==> config.mk <==
export PLATFORM = sky130hd
export DESIGN_NAME = br_resolve_flat
export DESIGN_NICKNAME = d
export VERILOG_FILES = /design/src/rtl/br_resolve_if.sv /design/src/rtl/br_resolve.sv /design/src/flat_wrapper.sv
export SDC_FILE = /design/constraint.sdc
export NUM_CORES = 1
export LEC_CHECK = 0
export ABC_AREA = 1
export CAP_MARGIN = 20
export CORE_MARGIN = 5
export CORE_UTILIZATION = 29
export DETAILED_ROUTE_END_ITERATION = 10
export PLACE_DENSITY = 0.54
export SYNTH_ARGS = -nofsm -noshare
export SYNTH_HDL_FRONTEND = slang
export SYNTH_SLANG_ARGS = --single-unit
==> constraint.sdc <==
create_clock -name clk -period 9.15 [get_ports clk]
set_input_delay 1.83 -clock clk [delete_from_list [all_inputs] [get_ports clk]]
set_output_delay 1.83 -clock clk [all_outputs]
set_load 0.03 [all_outputs]
==> src/rtl/br_resolve_if.sv <==
`default_nettype none
// ============================================================================
// Module      : br_resolve_if
// Description : Bus bundle for the branch resolver. Carries the fetch-side
//               prediction record channel, the in-order resolution channel
//               and the flush / predictor-update / statistics outputs.
//               master = fetch/execute side, slave = br_resolve.
// Revision    : 1.0 - initial release
// ============================================================================
interface br_resolve_if;
  // Prediction record channel
  logic        pred_valid;
  logic [31:0] pred_pc;
  logic [31:0] pred_target;
  logic        pred_ready;
  // Resolution channel
  logic        res_valid;
  logic        res_is_br;
  logic [31:0] res_pc;
  logic        res_taken;
  logic [31:0] res_target;
  // Flush, predictor update and statistics
  logic        flush;
  logic [31:0] redirect_pc;
  logic [32:0] br_bus;
  logic [31:0] delayslot_pc;
  logic [31:0] br_cnt;
  logic [31:0] mis_cnt;

  modport master (
    output pred_valid, pred_pc, pred_target,
    output res_valid, res_is_br, res_pc, res_taken, res_target,
    input  pred_ready, flush, redirect_pc, br_bus, delayslot_pc, br_cnt, mis_cnt
  );

  modport slave (
    input  pred_valid, pred_pc, pred_target,
    input  res_valid, res_is_br, res_pc, res_taken, res_target,
    output pred_ready, flush, redirect_pc, br_bus, delayslot_pc, br_cnt, mis_cnt
  );
endinterface
`default_nettype wire

==> src/rtl/br_resolve.sv <==
`default_nettype none
// ============================================================================
// Module      : br_resolve
// Description : Tracks taken predictions made at fetch in a small FIFO and
//               checks them against branches resolved in program order.
//               A mispredict raises a one-cycle flush with a restart PC,
//               clears the FIFO and blocks both channels for RECOVER_CYCLES.
//               Define BR_STAT_EN to build the saturating branch/mispredict
//               counters; without it br_cnt and mis_cnt read as zero.
// Revision    : 1.0 - initial release
// ============================================================================
module br_resolve #(
  parameter int DEPTH          = 4,  // power of two, 2..16
  parameter int RECOVER_CYCLES = 2   // 1..15
) (
  input  wire logic   clk,
  input  wire logic   resetn,
  br_resolve_if.slave bus
);
  localparam int AW = $clog2(DEPTH);

  typedef enum logic [1:0] {
    ST_RUN     = 2'd0,
    ST_FLUSH   = 2'd1,
    ST_RECOVER = 2'd2
  } state_t;

  state_t      r_state;
  logic [3:0]  r_rcnt;
  logic        r_flush;
  logic [31:0] r_redirect;
  logic        r_br_e;
  logic [31:0] r_br_target;
  logic [31:0] r_ds_pc;

  logic [31:0] r_q_pc  [DEPTH];
  logic [31:0] r_q_tgt [DEPTH];
  logic [AW:0] r_wptr;
  logic [AW:0] r_rptr;

  logic w_run, w_empty, w_full, w_act, w_hit, w_good, w_taken, w_mis;
  logic w_ready, w_push;

  assign w_run   = (r_state == ST_RUN);
  assign w_empty = (r_wptr == r_rptr);
  assign w_full  = (r_wptr[AW] != r_rptr[AW]) && (r_wptr[AW-1:0] == r_rptr[AW-1:0]);

  assign w_act   = bus.res_valid & w_run;
  assign w_hit   = w_act & !w_empty & (r_q_pc[r_rptr[AW-1:0]] == bus.res_pc);
  assign w_good  = bus.res_is_br & bus.res_taken & (r_q_tgt[r_rptr[AW-1:0]] == bus.res_target);
  assign w_taken = w_act & bus.res_is_br & bus.res_taken;
  // A head match decides by target; otherwise any taken branch was unpredicted.
  assign w_mis   = w_hit ? !w_good : w_taken;

  // A pop in the same cycle frees the slot, so a full queue can still accept.
  assign w_ready = w_run & (!w_full | w_hit);
  assign w_push  = bus.pred_valid & w_ready;

  assign bus.pred_ready   = w_ready;
  assign bus.flush        = r_flush;
  assign bus.redirect_pc  = r_redirect;
  assign bus.br_bus       = {r_br_e, r_br_target};
  assign bus.delayslot_pc = r_ds_pc;

  // Queue storage: written on an accepted push unless a mispredict clears it.
  always_ff @(posedge clk) begin
    if (w_push && !w_mis) begin
      r_q_pc[r_wptr[AW-1:0]]  <= bus.pred_pc;
      r_q_tgt[r_wptr[AW-1:0]] <= bus.pred_target;
    end
  end

  // Queue pointers: a mispredict empties the queue and drops a same-cycle push.
  always_ff @(posedge clk) begin
    if (!resetn) begin
      r_wptr <= '0;
      r_rptr <= '0;
    end else if (w_mis) begin
      r_rptr <= r_wptr;
    end else begin
      if (w_push) r_wptr <= r_wptr + (AW+1)'(1);
      if (w_hit)  r_rptr <= r_rptr + (AW+1)'(1);
    end
  end

  // Recovery FSM with registered flush and restart PC.
  always_ff @(posedge clk) begin
    if (!resetn) begin
      r_state    <= ST_RUN;
      r_rcnt     <= '0;
      r_flush    <= 1'b0;
      r_redirect <= '0;
    end else begin
      case (r_state)
        ST_RUN: begin
          if (w_mis) begin
            r_state    <= ST_FLUSH;
            r_flush    <= 1'b1;
            r_redirect <= bus.res_taken ? bus.res_target : bus.res_pc + 32'd4;
          end
        end
        ST_FLUSH: begin
          r_state <= ST_RECOVER;
          r_flush <= 1'b0;
          r_rcnt  <= 4'(RECOVER_CYCLES - 1);
        end
        ST_RECOVER: begin
          if (r_rcnt == 4'd0) r_state <= ST_RUN;
          else                r_rcnt  <= r_rcnt - 4'd1;
        end
        default: begin
          r_state <= ST_RUN;
          r_flush <= 1'b0;
        end
      endcase
    end
  end

  // Predictor update for every accepted taken branch, one cycle later.
  always_ff @(posedge clk) begin
    if (!resetn) begin
      r_br_e      <= 1'b0;
      r_br_target <= '0;
      r_ds_pc     <= '0;
    end else begin
      r_br_e <= w_taken;
      if (w_taken) begin
        r_br_target <= bus.res_target;
        r_ds_pc     <= bus.res_pc;
      end
    end
  end

`ifdef BR_STAT_EN
  logic [31:0] r_br_cnt;
  logic [31:0] r_mis_cnt;

  // Saturating statistics counters.
  always_ff @(posedge clk) begin
    if (!resetn) begin
      r_br_cnt  <= '0;
      r_mis_cnt <= '0;
    end else begin
      if (w_act && bus.res_is_br && (r_br_cnt != 32'hFFFF_FFFF))
        r_br_cnt <= r_br_cnt + 32'd1;
      if (w_mis && (r_mis_cnt != 32'hFFFF_FFFF))
        r_mis_cnt <= r_mis_cnt + 32'd1;
    end
  end

  assign bus.br_cnt  = r_br_cnt;
  assign bus.mis_cnt = r_mis_cnt;
`else
  assign bus.br_cnt  = 32'd0;
  assign bus.mis_cnt = 32'd0;
`endif

endmodule
`default_nettype wire
==> src/flat_wrapper.sv <==
// flat-port wrapper written by rule: the top's interface ports become plain ports
module br_resolve_flat 
#(
  parameter int DEPTH          = 4,                        
  parameter int RECOVER_CYCLES = 2           
)
  (clk, resetn, bus_pred_valid, bus_pred_pc, bus_pred_target, bus_res_valid, bus_res_is_br, bus_res_pc, bus_res_taken, bus_res_target, bus_pred_ready, bus_flush, bus_redirect_pc, bus_br_bus, bus_delayslot_pc, bus_br_cnt, bus_mis_cnt);
  br_resolve_if bus_i ();
  input  wire logic clk;
  input  wire logic resetn;
  input wire logic [$bits(bus_i.pred_valid)-1:0] bus_pred_valid;
  input wire logic [$bits(bus_i.pred_pc)-1:0] bus_pred_pc;
  input wire logic [$bits(bus_i.pred_target)-1:0] bus_pred_target;
  input wire logic [$bits(bus_i.res_valid)-1:0] bus_res_valid;
  input wire logic [$bits(bus_i.res_is_br)-1:0] bus_res_is_br;
  input wire logic [$bits(bus_i.res_pc)-1:0] bus_res_pc;
  input wire logic [$bits(bus_i.res_taken)-1:0] bus_res_taken;
  input wire logic [$bits(bus_i.res_target)-1:0] bus_res_target;
  output wire logic [$bits(bus_i.pred_ready)-1:0] bus_pred_ready;
  output wire logic [$bits(bus_i.flush)-1:0] bus_flush;
  output wire logic [$bits(bus_i.redirect_pc)-1:0] bus_redirect_pc;
  output wire logic [$bits(bus_i.br_bus)-1:0] bus_br_bus;
  output wire logic [$bits(bus_i.delayslot_pc)-1:0] bus_delayslot_pc;
  output wire logic [$bits(bus_i.br_cnt)-1:0] bus_br_cnt;
  output wire logic [$bits(bus_i.mis_cnt)-1:0] bus_mis_cnt;
  assign bus_i.pred_valid = bus_pred_valid;
  assign bus_i.pred_pc = bus_pred_pc;
  assign bus_i.pred_target = bus_pred_target;
  assign bus_i.res_valid = bus_res_valid;
  assign bus_i.res_is_br = bus_res_is_br;
  assign bus_i.res_pc = bus_res_pc;
  assign bus_i.res_taken = bus_res_taken;
  assign bus_i.res_target = bus_res_target;
  assign bus_pred_ready = bus_i.pred_ready;
  assign bus_flush = bus_i.flush;
  assign bus_redirect_pc = bus_i.redirect_pc;
  assign bus_br_bus = bus_i.br_bus;
  assign bus_delayslot_pc = bus_i.delayslot_pc;
  assign bus_br_cnt = bus_i.br_cnt;
  assign bus_mis_cnt = bus_i.mis_cnt;
  br_resolve #(.DEPTH(DEPTH), .RECOVER_CYCLES(RECOVER_CYCLES)) u_core (.clk(clk), .resetn(resetn), .bus(bus_i));
endmodule
==> insert_results.sql <==
INSERT INTO impl_metrics (metric_group, metric, value, unit) VALUES
('run_status', 'run_status', 'complete, no violations', ''),
('pwr', 'p_per_area', '202', 'nW/um^2'),
('route', 'first_pass_iters', '5', ''),
('pwr', 'p_sw', '0.00109', 'W'),
('layout', 'num-fill-cells', '5721', ''),
('global_route', 'grt_first_pass_wirelength', '83900', 'um'),
('cts', 'number_of_buffers_created_by_cts', '40', ''),
('layout', 'drive_gt1_frac', '0.0482', ''),
('die', 'die_area', '62200', 'um^2'),
('sta', 'rsz0062_at_grt', 'no', ''),
('die', 'design.core.area', '56600', 'um^2'),
('global_route', 'global_route_usage_over_all_layers', '0.178', ''),
('pwr', 'static-leakage-power', '7.92', 'nW'),
('synthesis', 'postSynth.asyncResetShare', '0', ''),
('route', 'wire_per_inst', '20.5', 'um'),
('synthesis', 'synth_seq_area_share', '0.598', ''),
('pwr', 'power.sequential.fraction', '0.454', ''),
('worst_setup_path', 'critPathCaptureType', 'primary output', ''),
('sta', 'report.final.hold_viol_count', '0', ''),
('worst_setup_path', 'critical_path_class', 'flop to primary output', ''),
('synthesis', 'number_of_enable_flip_flop_cells_after_synthesis', '256', ''),
('pwr', 'power.ir.vdd_worst', '112', 'uV'),
('sta', 'worst_skew', '0.0232', 'ns'),
('sta', 'finalSetupViolations', '0', ''),
('synthesis', 'synthTopCellsByArea', 'sky130_fd_sc_hd__edfxtp_1, sky130_fd_sc_hd__nand2_1, sky130_fd_sc_hd__dfxtp_1', ''),
('worst_setup_path', 'setup.worst_path.start_class', 'flop', ''),
('synthesis', 'netlist_instances', '1822', ''),
('cts', 'clk_root_buffer_cell', 'sky130_fd_sc_hd__clkbuf_16', ''),
('die', 'starting_density_of_the_core', '0.293', ''),
('route', 'route.vias.total', '13300', ''),
('route', 'detail_route.iter0.violations', '1133', ''),
('synthesis', 'synth_flop_cell', 'sky130_fd_sc_hd__edfxtp_1', ''),
('die', 'placement_rows', '87', ''),
('pwr', 'pint', '0.00312', 'W'),
('sta', 'clock.fmax', '150', 'MHz'),
('synthesis', 'synthesis.area_per_instance', '9.12', 'um^2'),
('synthesis', 'synth.ff_latch_count', '368', ''),
('global_route', 'largest_net_degree_at_the_start_of_global_routing', '82', ''),
('sta', 'relSlewSlack', '0.311', ''),
('worst_setup_path', 'critical_path_required', '7.32', 'ns'),
('synthesis', 'synthMostInstantiatedCell', 'sky130_fd_sc_hd__nand2_1', ''),
('die', 'chipWidth', '249', 'um'),
('run', 'max_cap_viol_count', '0', ''),
('sta', 'min_period_over_period', '0.727', ''),
('placement', 'routabilityCongestion', '0.899', ''),
('synthesis', 'mappedNetlistArea', '16600', 'um^2'),
('pwr', 'combPwrFrac', '0.131', ''),
('synthesis', 'synthTopCellsByCount', 'sky130_fd_sc_hd__nand2_1, sky130_fd_sc_hd__edfxtp_1, sky130_fd_sc_hd__nand3_1', ''),
('cts', 'clk_latency', '0.57', 'ns'),
('route', 'total_routed_wirelength', '57800', 'um'),
('cts', 'htreeDepth', '2', ''),
('cts', 'cts_resized', '0', ''),
('sta', 'final.setup.tns', '0', 'ns'),
('cts', 'max-clock-path-buffers', '3', ''),
('synthesis', 'synth_largest_type_area_fraction', '0.463', ''),
('global_route', 'first_global_vias', '12700', ''),
('cts', 'holdBufCountCts', '0', ''),
('placement', 'placedCellCount', '2737', ''),
('layout', 'design.final.nets', '2164', ''),
('placement', 'placed_standard_cell_area', '19400', 'um^2'),
('sta', 'min_period', '6.65', 'ns'),
('layout', 'finish.utilization', '0.367', ''),
('cts', 'clk_pin_slew_worst_paths', '0.06', 'ns'),
('placement', 'detailed_place_hpwl', '40900', 'um'),
('synthesis', 'synth.distinct_cells', '34', ''),
('route', 'postRouteAntennaNets', '0', ''),
('cts', 'post_cts_buffers', '0', ''),
('pwr', 'p_sw_frac', '0.259', ''),
('global_route', 'grt-ovfl-total', '0', ''),
('worst_setup_path', 'path_max_fanout', '81', ''),
('route', 'average_vias_per_placed_instance', '4.72', '');
==> cell usage in the layout, fill, tap and decap left out, types with 8 or more instances in the layout <==
| master | netlist | final |
|---|---|---|
| sky130_fd_sc_hd__nand2_1 | 624 | 623 |
| sky130_fd_sc_hd__edfxtp_1 | 256 | 256 |
| sky130_fd_sc_hd__nand3_1 | 253 | 253 |
| sky130_fd_sc_hd__clkdlybuf4s50_1 | 0 | 232 |
| sky130_fd_sc_hd__nor2_1 | 125 | 120 |
| sky130_fd_sc_hd__dfxtp_1 | 112 | 110 |
| sky130_fd_sc_hd__a21oi_1 | 84 | 84 |
| sky130_fd_sc_hd__inv_1 | 70 | 68 |
| sky130_fd_sc_hd__conb_1 | 1 | 64 |
| sky130_fd_sc_hd__o21ai_0 | 52 | 52 |
| sky130_fd_sc_hd__clkbuf_16 | 0 | 41 |
| sky130_fd_sc_hd__xor2_1 | 35 | 35 |
| sky130_fd_sc_hd__buf_4 | 77 | 17 |
| sky130_fd_sc_hd__xnor2_1 | 10 | 10 |
| sky130_fd_sc_hd__nand3b_1 | 10 | 10 |
| sky130_fd_sc_hd__clkbuf_1 | 36 | 10 |
| sky130_fd_sc_hd__nor3_1 | 8 | 8 |
| sky130_fd_sc_hd__bufinv_16 | 0 | 8 |
==> power groups by stage <==
stage | registers, W | clock network [W] | logic (W)
2_1_floorplan | 0.00197 | 0 | 0.000311
3_3_place_gp | 0.00194 | 0 | 0.000551
3_5_place_dp | 0.00194 | 0 | 0.000554
4_1_cts | 0.00191 | 0.00178 | 0.000556
5_1_grt | 0.00192 | 0.00184 | 0.000605
6_report | 0.00191 | 0.00175 | 0.000553
==> metal layers <==
| layer | track usage | wire, um |
|---|---|---|
| met5 | 0 | 57 |
| met4 | 0.0640 | 1880 |
| met3 | 0.0468 | 4890 |
| met2 | 0.284 | 26600 |
| met1 | 0.233 | 24400 |
==> worst max-delay path: stages (launching register included) <==
cell	delay, ns
sky130_fd_sc_hd__dfxtp_4	0.57
sky130_fd_sc_hd__clkinv_2	0.12
sky130_fd_sc_hd__buf_4	0.48
sky130_fd_sc_hd__buf_4	0.82
sky130_fd_sc_hd__nand2_1	0.10
sky130_fd_sc_hd__nand3_1	0.15
sky130_fd_sc_hd__nand3_1	0.09
sky130_fd_sc_hd__nand2_1	0.19
sky130_fd_sc_hd__nand2_1	0.08
sky130_fd_sc_hd__nor2_1	0.12
sky130_fd_sc_hd__nand2_1	0.08
sky130_fd_sc_hd__nor2_1	0.09
sky130_fd_sc_hd__nand3_1	0.18
sky130_fd_sc_hd__nand2_1	0.19
sky130_fd_sc_hd__nand2_1	0.09
sky130_fd_sc_hd__inv_1	0.09
sky130_fd_sc_hd__clkdlybuf4s50_1	0.69
==> area by class of cell <==
type | count | area [um^2] | area share
inverter | 74 | 282 | 0.0135
multi-input combinational | 1290 | 5760 | 0.277
clock buffer | 53 | 1090 | 0.0525
tap | 756 | 946 | 0.0455
sequential | 368 | 9940 | 0.478
timing repair buffer | 249 | 2450 | 0.118
antenna | 5 | 12.5 | 0.000602
clock inverter | 21 | 314 | 0.0151
==> cell families after synthesis <==
group           count (synthesis)  share of synthesized area
compound gates                142                     0.0435
fa+ha+maj                       7                    0.00527
xor+xnor                       45                     0.0237
other cells                     1                   0.000226
buf+inv                       227                     0.0720
simple gates                 1032                      0.257
flops                         368                      0.598
==> through the flow <==
stage	hold WS [ns]	setup slack (ns)	total power, W
floorplan	0.440	2.96	0.00228
global placement	0.450	2.46	0.00249
detailed placement	0.455	2.34	0.00250
CTS	0.465	2.44	0.00424
global route	0.479	2.08	0.00436
finish	0.461	2.50	0.00421
==> flip-flops by register name, indices dropped and copies added (netlist names), 3 cells and up, named ones only <==
| signal | flops |
|---|---|
| u_core.r_rcnt | 4 |
| u_core.r_br_target | 32 |
| u_core.r_q_tgt | 128 |
| u_core.bus.delayslot_pc | 32 |
| u_core.bus.redirect_pc | 32 |
| u_core.r_q_pc | 128 |
| u_core.r_wptr | 3 |
| u_core.r_rptr | 3 |
==> final timing paths <==
| path | start | end | slack [ns] | depth (start not counted) |
|---|---|---|---|---|
| hold reg to reg | u_core.r_br_target[17] | u_core.r_br_target[17] | 0.46 | 2 |
| setup reg to reg | flop | u_core.r_q_pc[0][8] | 2.99 | 20 |
| setup / recovery | flop | bus_pred_ready | 2.50 | 16 |
| hold / removal | u_core.r_br_target[17] | u_core.r_br_target[17] | 0.46 | 2 |
(Power assumes the default switching activity.)
